===== src/rtl/comp_fiber_pkg.sv =====
// Shared types and constants for the comparator fiber receive path.
// Holds the frame constants, the aligner state encoding and the 48-step PRBS advance.
package comp_fiber_pkg;

    localparam logic [7:0] K28_5       = 8'hBC;
    localparam int         FRAME_WORDS = 4;

    typedef enum logic [1:0] {
        HUNT   = 2'd0,
        CHECK  = 2'd1,
        LOCKED = 2'd2
    } align_state_t;

    // One frame's worth of Fibonacci LFSR steps, taps 48,47,21,20.
    function automatic logic [47:0] prbs48_next48(input logic [47:0] x);
        logic [47:0] s;
        s = x;
        for (int i = 0; i < 48; i++) begin
            s = {s[46:0], s[47] ^ s[46] ^ s[20] ^ s[19]};
        end
        return s;
    endfunction

endpackage


===== src/rtl/comp_frame_aligner.sv =====
// Comma aligner: hunts for K28.5, confirms LOCK_FRAMES frames, drops lock after 2 misses.
// State, phase and CEW are registered one cycle behind the comma word; no backpressure.
module comp_frame_aligner
    import comp_fiber_pkg::*;
#(
    parameter int LOCK_FRAMES = 4
) (
    input  logic         comp_clk,
    input  logic         trg_rst,
    input  logic         comma,
    output align_state_t state,
    output logic [1:0]   ph,
    output logic [3:0]   cew
);

    localparam int CW = $clog2(LOCK_FRAMES + 1);

    align_state_t  state_n;
    logic [1:0]    ph_n;
    logic [CW-1:0] good_cnt, good_cnt_n, good_inc;
    logic          bad_cnt, bad_cnt_n;
    logic          hit, miss;

    assign hit      = comma && (ph == 2'd0);
    assign miss     = (comma && (ph != 2'd0)) || (!comma && (ph == 2'd0));
    assign good_inc = good_cnt + CW'(1);

    always_ff @(posedge comp_clk) begin
        if (trg_rst) begin
            state    <= HUNT;
            ph       <= 2'd0;
            good_cnt <= '0;
            bad_cnt  <= 1'b0;
        end else begin
            state    <= state_n;
            ph       <= ph_n;
            good_cnt <= good_cnt_n;
            bad_cnt  <= bad_cnt_n;
        end
    end

    always_comb begin
        state_n    = state;
        ph_n       = ph + 2'd1;
        good_cnt_n = good_cnt;
        bad_cnt_n  = bad_cnt;
        case (state)
            HUNT: begin
                if (comma) begin
                    // The comma defines ph=0 now, so the next word is ph=1.
                    ph_n       = 2'd1;
                    good_cnt_n = CW'(1);
                    bad_cnt_n  = 1'b0;
                    state_n    = (LOCK_FRAMES <= 1) ? LOCKED : CHECK;
                end
            end
            CHECK: begin
                if (miss) begin
                    state_n    = HUNT;
                    good_cnt_n = '0;
                end else if (hit) begin
                    good_cnt_n = good_inc;
                    if (good_inc == CW'(LOCK_FRAMES)) begin
                        state_n   = LOCKED;
                        bad_cnt_n = 1'b0;
                    end
                end
            end
            LOCKED: begin
                if (hit) begin
                    bad_cnt_n = 1'b0;
                end else if (miss) begin
                    if (bad_cnt) begin
                        state_n    = HUNT;
                        bad_cnt_n  = 1'b0;
                        good_cnt_n = '0;
                    end else begin
                        bad_cnt_n = 1'b1;
                    end
                end
            end
            default: begin
                state_n    = HUNT;
                good_cnt_n = '0;
                bad_cnt_n  = 1'b0;
            end
        endcase
    end

    always_comb begin
        cew = '0;
        if (state != HUNT) begin
            cew[ph] = 1'b1;
        end
    end

endmodule


===== src/rtl/comp_fiber_rx_core.sv =====
// Comparator fiber RX framer/checker: aligns K28.5 frames, unpacks 48-bit payload, checks PRBS.
// Payload valid one cycle after w3 is registered; MATCH updates on the comma edge; no backpressure.
module comp_fiber_rx_core
    import comp_fiber_pkg::*;
#(
    parameter int SIM_SPEEDUP   = 0,
    parameter int USE_CHIPSCOPE = 0,
    parameter int LOCK_FRAMES   = 4
) (
    input  logic        comp_clk,
    input  logic        trg_rst,
    input  logic [15:0] rx_data,
    input  logic [1:0]  rx_charisk,
    input  logic        rx_resetdone,
    input  logic        cmp_sigdet,
    output logic        cmp_sd,
    output logic        cmp_tdis,
    output logic [47:0] rcv_data,
    output logic        cew0,
    output logic        cew1,
    output logic        cew2,
    output logic        cew3,
    output logic        valid,
    output logic        match,
    output logic        strt_mtch,
    output logic        ltncy_trig,
    output logic        rx_sync_done
);

    localparam int SYNC_BITS = (SIM_SPEEDUP != 0) ? 4 : 12;

    if (USE_CHIPSCOPE != 0) begin : g_chipscope_stub
    end

    logic [15:0]        rx_data_q;
    logic [1:0]         rx_isk_q;
    logic               comma;
    align_state_t       state;
    logic [1:0]         ph;
    logic [3:0]         cew;
    logic [47:0]        lfsr, lfsr_exp;
    logic [SYNC_BITS:0] sync_cnt;
    logic               sd_meta;

    always_ff @(posedge comp_clk) begin
        if (trg_rst) begin
            rx_data_q <= '0;
            rx_isk_q  <= '0;
        end else begin
            rx_data_q <= rx_data;
            rx_isk_q  <= rx_charisk;
        end
    end

    assign comma = (rx_isk_q == 2'b01) && (rx_data_q[7:0] == K28_5);

    comp_frame_aligner #(
        .LOCK_FRAMES (LOCK_FRAMES)
    ) u_aligner (
        .comp_clk (comp_clk),
        .trg_rst  (trg_rst),
        .comma    (comma),
        .state    (state),
        .ph       (ph),
        .cew      (cew)
    );

    assign valid = (state == LOCKED);
    assign cew0  = cew[0];
    assign cew1  = cew[1];
    assign cew2  = cew[2];
    assign cew3  = cew[3];

    always_ff @(posedge comp_clk) begin
        if (trg_rst) begin
            rcv_data <= '0;
        end else begin
            if (cew[1]) rcv_data[15:0]  <= rx_data_q;
            if (cew[2]) rcv_data[31:16] <= rx_data_q;
            if (cew[3]) rcv_data[47:32] <= rx_data_q;
        end
    end

    assign lfsr_exp = prbs48_next48(lfsr);

    // At the ph=0 edge rcv_data holds the complete previous frame.
    always_ff @(posedge comp_clk) begin
        if (trg_rst) begin
            lfsr       <= '0;
            strt_mtch  <= 1'b1;
            match      <= 1'b0;
            ltncy_trig <= 1'b0;
        end else begin
            ltncy_trig <= 1'b0;
            if (!valid) begin
                strt_mtch <= 1'b1;
                match     <= 1'b0;
            end else if (cew[0]) begin
                if (strt_mtch) begin
                    lfsr       <= rcv_data;
                    strt_mtch  <= 1'b0;
                    ltncy_trig <= 1'b1;
                    match      <= 1'b1;
                end else begin
                    lfsr  <= lfsr_exp;
                    match <= (rcv_data == lfsr_exp);
                end
            end
        end
    end

    // Independent of trg_rst: the link reset is generated from rx_sync_done.
    always_ff @(posedge comp_clk) begin
        if (!rx_resetdone) begin
            sync_cnt <= '0;
        end else if (!sync_cnt[SYNC_BITS]) begin
            sync_cnt <= sync_cnt + {{SYNC_BITS{1'b0}}, 1'b1};
        end
    end

    assign rx_sync_done = sync_cnt[SYNC_BITS];

    always_ff @(posedge comp_clk) begin
        if (trg_rst) begin
            sd_meta <= 1'b0;
            cmp_sd  <= 1'b0;
        end else begin
            sd_meta <= cmp_sigdet;
            cmp_sd  <= sd_meta;
        end
    end

    assign cmp_tdis = 1'b0;

endmodule


===== config.mk =====
export PLATFORM = sky130hd
export DESIGN_NAME = comp_fiber_rx_core
export DESIGN_NICKNAME = d
export VERILOG_FILES = /design/src/rtl/comp_fiber_pkg.sv /design/src/rtl/comp_frame_aligner.sv /design/src/rtl/comp_fiber_rx_core.sv
export SDC_FILE = /design/constraint.sdc
export NUM_CORES = 1
export LEC_CHECK = 0
export CAP_MARGIN = 20
export CORE_MARGIN = 8
export CORE_UTILIZATION = 30
export CTS_BUF_LIST = sky130_fd_sc_hd__clkbuf_4
export DETAILED_ROUTE_END_ITERATION = 7
export MAX_ROUTING_LAYER = met4
export PLACE_DENSITY_LB_ADDON = 0.12
export SYNTH_ARGS = -nofsm -noshare
export SYNTH_HDL_FRONTEND = slang
export SYNTH_SLANG_ARGS = --single-unit
export TNS_END_PERCENT = 1

===== constraint.sdc =====
create_clock -name comp_clk -period 5.3 [get_ports comp_clk]
set_input_delay 1.59 -clock comp_clk [delete_from_list [all_inputs] [get_ports comp_clk]]
set_output_delay 1.59 -clock comp_clk [all_outputs]
set_load 0.1 [all_outputs]

# == Word level (Yosys, flattened, before mapping) ==
# Cells that the tools add are included.
# Widths: inputs -> output; s select.
# totals
reg_bits,140
in_bits,22
out_inout_bits,59
wordCells,233
# classes
add_sub_neg,3
magnitude_cmp,2
eq_ne,16
muxes,32
n_bitwise,146
reduce_logical,17
# op_table
cell,count
$xor 1x1->1,144
$eq 48x48->1,1
$mux 48,1
$mux 2,9
$mux 3,6
$add 13x1->13 const B,1
$mux 13,1
$mux 1,10
$ne 2x1->1 const B,5
$reduce_and 5->1,2
$ne 3x1->1 const B,3
$pmux 3 s3,1
$eq 8x8->1 const B,1
$pmux 2 s3,1
$reduce_and 6->1,1
$logic_and 1x1->1,5
$eq 2x1->1 const B,2
$logic_not 2->1,2
$mux 4,1
$ne 2x2->1 const B,2
$reduce_bool 2->1,2
$add 3x1->3 const B,1
$eq 3x3->1 const B,1
$lt 2x3->1 const B,1
11 further kinds,12

# == Longest topological paths before layout ==
# depth
depth_word,9
mapped_depth,12
mapped_depth_nobuf,11

# == Modules after synthesis ==
# Synthesis repeated with hierarchy kept, for this count alone.
# unflattened
cells_unflattened,855
hier_area_um2,8011.4
# by_module_without_submodules
mod,instances,cells_per_inst,area_each_um2,seq_area_each_um2
comp_fiber_rx_core,1,791,7438.4,2642.5
comp_frame_aligner,1,64,573.0,160.2

# == Worst setup path after synthesis ==
# OpenSTA, ideal clock, no wires.
# synth_timing
path_kind,reg-to-output
start,register u_aligner.state[1]
end,output cew3
arrival_time_ns,2.105
required_time_ns,3.710
slack_ns,1.605
path_stages_with_launch,6
path_buffers,3
path_cell_list,dfxtp_1 -> clkbuf_1 -> clkbuf_1 -> o21ai_1 -> clkinv_1 -> clkbuf_1
# synth_between
elab_chain_cells,2
# synth_rtl
element,line_no,source
"start, declared",comp_frame_aligner.sv:11,"output align_state_t state,"
"start signal, assigned",comp_frame_aligner.sv:35,state <= state_n;
$reduce_bool 2->1,comp_frame_aligner.sv:92,if (state != HUNT) begin
$mux 4,comp_frame_aligner.sv:92,
"end, declared",comp_fiber_rx_core.sv:22,"output logic cew3,"
# Every way passes these cells.

# == Worst setup path in the final report ==
# layout_timing
start,register u_aligner.state[1]
end,output valid
# layout_between
elab_chain_cells,1
# layout_rtl
element,line_no,source
$eq 2x2->1,comp_fiber_rx_core.sv:68,assign valid = (state == LOCKED);
"end, declared",comp_fiber_rx_core.sv:23,"output logic valid,"
# Every way passes these cells.

==> results_dict.tcl <==
set metrics [dict create \
    setup_viol 0 \
    die-width_um 177 \
    cts_tree "built" \
    cap_violations 0 \
    std_cell_rows 58 \
    required_ps 3710 \
    post-cts-setup-buffers 0 \
    h-tree-depth 4 \
    worst_slack_ps 903 \
    synth-seq-cells 140 \
    p_leak_nw 3.37 \
    cts_buffers 17 \
    avgViaCountPerCell 4.81 \
    grt_max_degree 63 \
    async_flop_share_pct 0 \
    synth.net_count 890 \
    crit_buf_inv 2 \
    mostFrequentLayoutCell "nand2_1" \
    slew_viol_final 0 \
    hold_start "lfsr[25]" \
    cts_buffer_depth 2 \
    drt_wl_total_um 25100 \
    hold_end "lfsr[25]" \
    worst_r2r_path_depth 7 \
    pre_cts_slack_ps 1500 \
    cts_hold_buf 0 \
    r2r-end "match" \
    r2r_start "lfsr[5]" \
    ant_nets 0 \
    track_usage_pct 16.9 \
    finalSetupTns_ps 0 \
    cts_resized 0 \
    ys_top_cells_by_area "dfxtp_1, xnor2_1, nand2_1" \
    first_iter_violations 441 \
    synth-edff-count 0 \
    grt_first_pass_wirelength_um 38600 \
    fin_worst_skew_ps 19.1 \
    placed_cell_area_um2 8820 \
    power.density_nw_per_um2 211 \
    min_period_ps 4400 \
    min_period_over_period_pct 83.0 \
    cp_top_family "buffers and inverters" \
    slew-limit-headroom_pct 30.7 \
    num_io_pins 81 \
    grt_pass1_vias 5950 \
    hpwl_um 18300 \
    antenna_found_initial 1 \
    port_buffers 79 \
    path_class "reg2out" \
    yosys_warnings 0 \
    drc_errors 0 \
    gr-total-overflow 0 \
    avgSynthCellArea_um2 9.00 \
    fmax_mhz 227 \
    synth_flop_cell "dfxtp_1" \
    synth_top_area_share_pct 36.2 \
    stdcell_area_um2 9140 \
    firstDrtPassIters 5 \
    ff2ff_setup_slack_ps 2410 \
    rsz0062_at_grt "false" \
    yosysSeqAreaShare_pct 36.2 \
    netlist_area_um2 7740 \
    syn_inst 860 \
    crit_chain "or2b_2 -> inv_1 -> clkdlybuf4s50_1" \
    drive_gt1_share_pct 7.70 \
    clock_latency_ps 560 \
    worst_setup_path_end_kind "output port" \
    synth_top_cell_by_area "dfxtp_1" \
    die_y_um 177 \
    whs_path_depth 2 \
    die-area_um2 31200 \
    place_congestion 0.821 \
    status "finished clean" \
    fin_hold_ws_ps 464 \
    coreArea_um2 25300 \
    syn2layout_area_growth_pct 18.1 \
    hold_class "reg2reg" \
    clkTransAtPathRegs_ps 140 \
    cp_data_arrival_time_ps 2810 \
    final_cell_mix "nand2_1, dfxtp_1, a21oi_1, xnor2_1, clkdlybuf4s50_1" \
    vias 6088 \
    critPathLaunchType "flop" \
    nets 953 \
    wl_per_cell_um 19.9 \
    cp_max_fo 15 \
    start_util_pct 30.6 \
    clockRootBuffer "clkbuf_4" \
    crit_path_max_incr_delay_ps 1150 \
    synthDistinctLibCells 63 \
    ir_worst_vdd_v 0.000112 \
    worst_slew_pin_slew_ps 1040 \
    fillers 2669 \
    critPathSlowestCell "clkdlybuf4s50_1" \
    hold_violations 0 \
    clock_sinks 140 \
]
-- cells in the mapped netlist, drive strengths merged, types with 10 or more instances --
cell type and n:
a21oi 99, and2 10, clkbuf 43, dfxtp 140, nand2 179, nand2b 14
nor2 33, nor2b 21, o211ai 31, o21ai 25, xnor2 97, xnor3 28
xor2 28, xor3 10
-- worst max path at each step --
stage / start / to / cells after the start
2_1_floorplan: u_aligner.state[1] / cew3 / 5
6_report: u_aligner.state[1] / valid / 3
4_1_cts: u_aligner.state[1] / valid / 3
5_1_grt: u_aligner.state[1] / valid / 3
3_5_place_dp: u_aligner.state[1] / valid / 3
3_3_place_gp: u_aligner.state[1] / valid / 3
-- metal layers --
metal | wire [µm] | global-route usage, % | up-vias
li1 | - | - | 3040
met3 | 790 | 2.01 | 13
met4 | 201 | 3.82 | 0
met1 | 12600 | 23.4 | 2898
met5 | 0 | - | -
met2 | 11600 | 26.1 | 137
-- power breakdown --
group | leakage [nW] | switching [mW] | total [mW] | internal (mW)
Clock | 0.165 | 0.456 | 0.794 | 0.338
Combinational | 2.07 | 0.0327 | 0.0585 | 0.0258
Sequential | 1.13 | 0.0152 | 1.08 | 1.06
-- kinds of logic (layout without fill, tap and decap cells) --
kind of cell,Yosys count,in the layout,synth area share (%)
DFF,140,140,36.2
other,1,2,0.0485
AOI/OAI and AO/OA,181,181,13.8
buffers and inverters,59,134,3.19
adders and majority gates,8,8,1.29
xor gates and xnor gates,163,163,26.7
muxes,9,9,1.16
and+or+nand+nor,299,299,17.5
-- flip-flops by register name, summed over array words and instances (netlist names), 2 cells and up --
name / count
u_aligner.state: 2
rx_data_q: 16
rx_isk_q: 2
sync_cnt: 13
rcv_data: 48
lfsr: 48
u_aligner.good_cnt: 3
u_aligner.ph: 2
-- per-stage QoR --
stage                     total power [mW]  utilization, %  std cells
after floorplan                       1.13               -        860
after global placement                1.16            34.9       1234
after detailed placement              1.16            34.9       1234
after CTS                             1.97            36.2       1265
after global routing                  2.01            36.2       1266
final                                 1.93            36.2       1266
-- layout make-up --
class                   instances  area (µm²)  share of cell area (%)
diodes                          1        2.50                  0.0274
clock buffers                  17         128                    1.40
clock inverters                14         185                    2.03
inverters                      12        45.0                   0.493
multi-input cells             661        4690                    51.3
flip-flops and latches        140        2800                    30.7
well taps                     330         413                    4.52
repair buffers                 91         871                    9.53
-- worst reg2reg max path: cells and delay by family, from the launching register on --
kind,cells,cell delay [ps]
DFF,1,390
and+or+nand+nor,2,510
AOI/OAI and AO/OA,2,430
xor gates and xnor gates,3,1470
Note: power is estimated with default switching activity, not from simulation.
==> RTL change 1: new RTL, same settings <==
Make the reset (`rx_resetdone` and `trg_rst`) asynchronous in 6 clocked blocks.
--- a/src/rtl/comp_frame_aligner.sv
+++ b/src/rtl/comp_frame_aligner.sv
@@ -25,7 +25,7 @@
     assign miss     = (comma && (ph != 2'd0)) || (!comma && (ph == 2'd0));
     assign good_inc = good_cnt + CW'(1);
 
-    always_ff @(posedge comp_clk) begin
+    always_ff @(posedge comp_clk or posedge trg_rst) begin
         if (trg_rst) begin
             state    <= HUNT;
             ph       <= 2'd0;
--- a/src/rtl/comp_fiber_rx_core.sv
+++ b/src/rtl/comp_fiber_rx_core.sv
@@ -42,7 +42,7 @@
     logic [SYNC_BITS:0] sync_cnt;
     logic               sd_meta;
 
-    always_ff @(posedge comp_clk) begin
+    always_ff @(posedge comp_clk or posedge trg_rst) begin
         if (trg_rst) begin
             rx_data_q <= '0;
             rx_isk_q  <= '0;
@@ -71,7 +71,7 @@
     assign cew2  = cew[2];
     assign cew3  = cew[3];
 
-    always_ff @(posedge comp_clk) begin
+    always_ff @(posedge comp_clk or posedge trg_rst) begin
         if (trg_rst) begin
             rcv_data <= '0;
         end else begin
@@ -84,7 +84,7 @@
     assign lfsr_exp = prbs48_next48(lfsr);
 
     // At the ph=0 edge rcv_data holds the complete previous frame.
-    always_ff @(posedge comp_clk) begin
+    always_ff @(posedge comp_clk or posedge trg_rst) begin
         if (trg_rst) begin
             lfsr       <= '0;
             strt_mtch  <= 1'b1;
@@ -110,7 +110,7 @@
     end
 
     // Independent of trg_rst: the link reset is generated from rx_sync_done.
-    always_ff @(posedge comp_clk) begin
+    always_ff @(posedge comp_clk or negedge rx_resetdone) begin
         if (!rx_resetdone) begin
             sync_cnt <= '0;
         end else if (!sync_cnt[SYNC_BITS]) begin
@@ -120,7 +120,7 @@
 
     assign rx_sync_done = sync_cnt[SYNC_BITS];
 
-    always_ff @(posedge comp_clk) begin
+    always_ff @(posedge comp_clk or posedge trg_rst) begin
         if (trg_rst) begin
             sd_meta <= 1'b0;
             cmp_sd  <= 1'b0;
Check against the original RTL: differs if trg_rst is asserted again (counterexample within 4 cycles, from zero or initial values and one cycle with trg_rst high); with trg_rst held inactive, the same outputs for 10 cycles.
==> RTL change 1 against the original RTL <==
  * Wire length down 5.6%
  * Cell area up 4.7%
  * Area after synthesis up 5.1%
  * Die area up 4.6%
  * First-iteration DRC count down 45%
  * Sequential cell count unchanged
  * Setup slack better by 0.0085 ns
  * Non-clock buffer count down 4
  * Fmax up 0.19%
  * Sequential share of layout area up 6.0 points
  * Register-to-register slack worse by 0.56 ns
Power is not compared: it rests on default switching activity, and its combinational part moved more than twofold at a synthesized area within 25%.
==> RTL change 1: results (changes against the original RTL) <==
metric,value,unit,change
"slowest stage delay, CP",1.14,ns,
first-pass GRT wire length,37000,um,-4.0%
crit-path leading delay family,buffers and inverters,,
initial antenna violation count,1,,unchanged
vias in the first global route,5962,,+0.20%
Main synth FF type,dfrtp_1,,
clk_skew,0.0190,ns,-0.000165 ns
grt met2 use,23.8,%,-2.3 points
layout cells sized above 1,13.8,%,+6.1 points
CTS buffer count,17,,unchanged
HPWL Detailed,17400,um,-5.3%
metal2 WL,11100,um,-4.4%
CTS resizes,0,,unchanged
met3 usage,2.76,%,+0.75 points
synth top area cells,"dfrtp_1, xnor2_1, xnor3_1",,
Commonest cells post-synth,"dfrtp_1, xnor2_1, o21ai_0, mux2_2, nand2_1",,
critical path's slowest cell,clkdlybuf4s50_1,,
net switching fraction of the power,45.3,%,
status,completed,,
Peak VDD IR,0.202,mV,
register area share after synthesis,43.1,%,+6.9 points
CP max FO,17,,+2
post-place setup slack,1.52,ns,+0.0155 ns
Slew @ Worst Pin,1.06,ns,+0.0250 ns
Tot GR Track Use,15.3,%,-1.6 points
Initial DRC Count,241,,-45%
routed vias/inst,4.93,,+2.5%
Gate power share,35.5,%,
Routability Congestion,0.848,,+3.2%
WL met1,11500,um,-8.1%
Synth cell types,47,,-25%
Critical Path AT,2.80,ns,about the same
Reg power frac,42.1,%,
Leak Pwr,4.15,nW,
met3 wire len,815,um,+3.2%
met1 Use GR,20.4,%,-3.0 points
Syn Nets,745,,-16%
Pre-antenna DRT Iters,4,,-1
Post-layout nets,812,,-15%
Async SR Flop Fraction,100,%,+100 points
WL final,23700,um,-5.6%
pin count of the biggest net entering global routing,77,,+22%
## RTL change 1: cell count changes in the layout (fill, tap and decap cells not counted), moves of 25 or more
cell,before,now
dfrtp_1,0,139
dfxtp_1,139,0
nand2_1,178,40
a21oi_1,99,27
mux2_2,0,51
o21ai_0,22,60
o211ai_1,31,3
a22oi_1,1,26
## RTL change 1: cells by family after synthesis
logic type               after synthesis  synth area share, %
flip-flops                           140                 43.1
multiplexers                          70                 9.40
AND/OR/NAND/NOR                      135                 7.85
adder cells (fa/ha/maj)                8                 1.23
XOR/XNOR                             178                 26.5
buffers and inverters                 53                 2.62
AO/OA/AOI/OAI                        130                 9.26
other                                  1               0.0461
## RTL change 1: worst paths after layout
path,from,end,slack [ns],cells past startpoint
setup / recovery,u_aligner.ph[0],cew2,0.91,6
hold / removal,sd_meta,cmp_sd,0.37,0
min in group asynchronous,rx_resetdone,sync_cnt[11],1.38,1
hold reg to reg,sd_meta,cmp_sd,0.37,0
setup reg to reg,strt_mtch,lfsr[46],1.85,5
max in group asynchronous,trg_rst,strt_mtch,2.98,3
## RTL change 1: metrics by stage
step	instances	utilization (%)	cell area [sq um]
after floorplan	715	-	8130
after global placement	1104	34.7	9290
after detailed placement	1104	34.7	9290
after CTS	1136	35.7	9560
after global routing	1137	35.7	9560
final	1137	35.7	9560
## RTL change 1: final cells by class
cell class | instances | area, sq um
multi-input combinational | 522 | 4440
clock buffer | 17 | 128
sequential | 140 | 3500
antenna | 1 | 2.50
tap | 341 | 427
clock inverter | 15 | 145
fill | 2629 | 17200
inverter | 14 | 57.6
timing repair buffer | 87 | 863
## RTL change 1: worst register-to-register path, cell delays in order, from the launching register on
cell and delay [ns]:
dfstp_2 0.56, buf_4 0.52, clkinv_1 0.95, nor2_4 1.03
a22oi_1 0.15, o21ai_0 0.16
==> RTL change 2: new RTL, same settings <==
Made on the original files. `LOCK_FRAMES` is set to 4 in 2 places; all go to 2.
--- a/src/rtl/comp_frame_aligner.sv
+++ b/src/rtl/comp_frame_aligner.sv
@@ -3,7 +3,7 @@
 module comp_frame_aligner
     import comp_fiber_pkg::*;
 #(
-    parameter int LOCK_FRAMES = 4
+    parameter int LOCK_FRAMES = 2
 ) (
     input  logic         comp_clk,
     input  logic         trg_rst,
--- a/src/rtl/comp_fiber_rx_core.sv
+++ b/src/rtl/comp_fiber_rx_core.sv
@@ -5,7 +5,7 @@
 #(
     parameter int SIM_SPEEDUP   = 0,
     parameter int USE_CHIPSCOPE = 0,
-    parameter int LOCK_FRAMES   = 4
+    parameter int LOCK_FRAMES   = 2
 ) (
     input  logic        comp_clk,
     input  logic        trg_rst,
Formal check against the unedited RTL: not equivalent (Yosys sat finds a counterexample within 10 cycles, from zero or initial values and one cycle with trg_rst high).
==> RTL change 2 against the original RTL <==
  * First-iteration DRC count shrank 0.68%
  * Power shrank 1.5%
  * Sequential cell count is 1 lower
  * Global-route usage shrank 0.098 points
  * Setup slack better by 0.13 ns
  * Area after synthesis down 1.3%
  * Largest cell class unchanged
  * Cell area decreased by 1.3%
  * Wire length is 0.24% lower
  * Final cell count about the same
  * Die area down 1.2%
  * Critical endpoint is now cew0
  * Combinational power hardly changed
  * Fmax rose by 3.1%
==> RTL change 2: results (changes against the original RTL) <==
metric,value,unit,change
status,completed,,
Post-layout nets,950,,-0.31%
Peak VDD IR,0.0999,mV,-11%
Syn Nets,891,,+0.11%
initial antenna violation count,1,,unchanged
layout cells sized above 1,5.89,%,-1.8 points
Routability Congestion,0.840,,+2.3%
dpl cell area,0.00871,sq mm,-1.3%
Longest Clk Path Bufs,2,,unchanged
pin count of the biggest net entering global routing,68,,+7.9%
Leak Pwr,3.46,nW,+2.7%
first-pass GRT wire length,38100,um,-1.1%
Critical Path AT,2.68,ns,-0.13 ns
critical path's slowest cell,clkdlybuf4s50_1,,
Initial DRC Count,438,,-0.68%
R2R Setup Slk,2.20,ns,-0.21 ns
hold_sp,sd_meta,,
WL final,25100,um,-0.24%
CP max FO,6,,-9
Slew @ Worst Pin,0.990,ns,-0.0497 ns
clk_skew,0.0226,ns,+0.00343 ns
end of the worst hold path,cmp_sd,,
Synth cell types,48,,-24%
Commonest cells post-synth,"nand2_1, dfxtp_1, a21oi_1, xnor2_1, nor2_1",,
Tot GR Track Use,16.8,%,-0.098 points
hold path depth,1,,-1
launch point of the worst reg-to-reg path,lfsr[10],,
Root Buffer,clkbuf_4,,
HPWL Detailed,18300,um,-0.35%
synth top area cells,"dfxtp_1, xnor3_1, xnor2_1",,
==> RTL change 2: worst reg2reg max path: cells and delay by family, from the launching register on <==
kind	cells	cell delay [ns]
AOI/OAI and AO/OA	1	0.14
xor gates and xnor gates	2	1.14
DFF	1	0.37
and+or+nand+nor	4	1.41
==> RTL change 2: per-layer routing <==
| layer | GRT usage (%) | share of wire, % | vias to the layer above |
|---|---|---|---|
| li1 | - | - | 3005 |
| met1 | 23.6 | 51 | 2857 |
| met2 | 25.2 | 45 | 164 |
| met3 | 2.51 | 3.8 | 17 |
| met4 | 3.96 | 1.1 | 0 |
| met5 | - | 0 | - |
==> RTL change 2: how the worst max path moves through the flow <==
| stage | start | to | slack, ns | cells past startpoint |
|---|---|---|---|---|
| 2_1_floorplan | u_aligner.state[1] | cew0 | 1.68 | 3 |
| 3_3_place_gp | u_aligner.ph[0] | cew0 | 1.66 | 4 |
| 3_5_place_dp | u_aligner.ph[0] | cew0 | 1.62 | 4 |
| 4_1_cts | u_aligner.ph[0] | cew0 | 0.96 | 4 |
| 5_1_grt | u_aligner.ph[0] | cew0 | 0.89 | 4 |
| 6_report | u_aligner.ph[0] | cew0 | 1.03 | 4 |
==> RTL change 2: report_power, final <==
part           internal, mW  total (mW)  switching, mW
Sequential             1.06        1.07         0.0160
Clock                 0.333       0.771          0.438
Combinational        0.0256      0.0586         0.0330
Total                  1.41        1.90          0.487
==> RTL change 2: cell families after synthesis <==
| group | share of synthesized area (%) |
|---|---|
| compound gates | 11.7 |
| xor+xnor | 26.9 |
| fa+ha+maj | 1.15 |
| buf+inv | 2.87 |
| flops | 36.4 |
| mux | 2.36 |
| other cells | 0.0491 |
| simple gates | 18.5 |
==> RTL change 2: area by class of cell <==
type,count,area [sq um]
flip-flops and latches,139,2780
repair buffers,87,838
diodes,1,2.50
clock inverters,14,169
well taps,330,413
multi-input cells,666,4640
clock buffers,18,135
inverters,10,37.5
fillers,2694,16100
==> RTL change 2: metrics by stage <==
| stage | total power, mW | setup slack (ns) | cells |
|---|---|---|---|
| finish | 1.90 | 1.03 | 1265 |
| global placement | 1.15 | 1.66 | 1232 |
| CTS | 1.93 | 0.961 | 1264 |
| floorplan | 1.12 | 1.68 | 862 |
| global route | 1.97 | 0.888 | 1265 |
| detailed placement | 1.15 | 1.62 | 1232 |
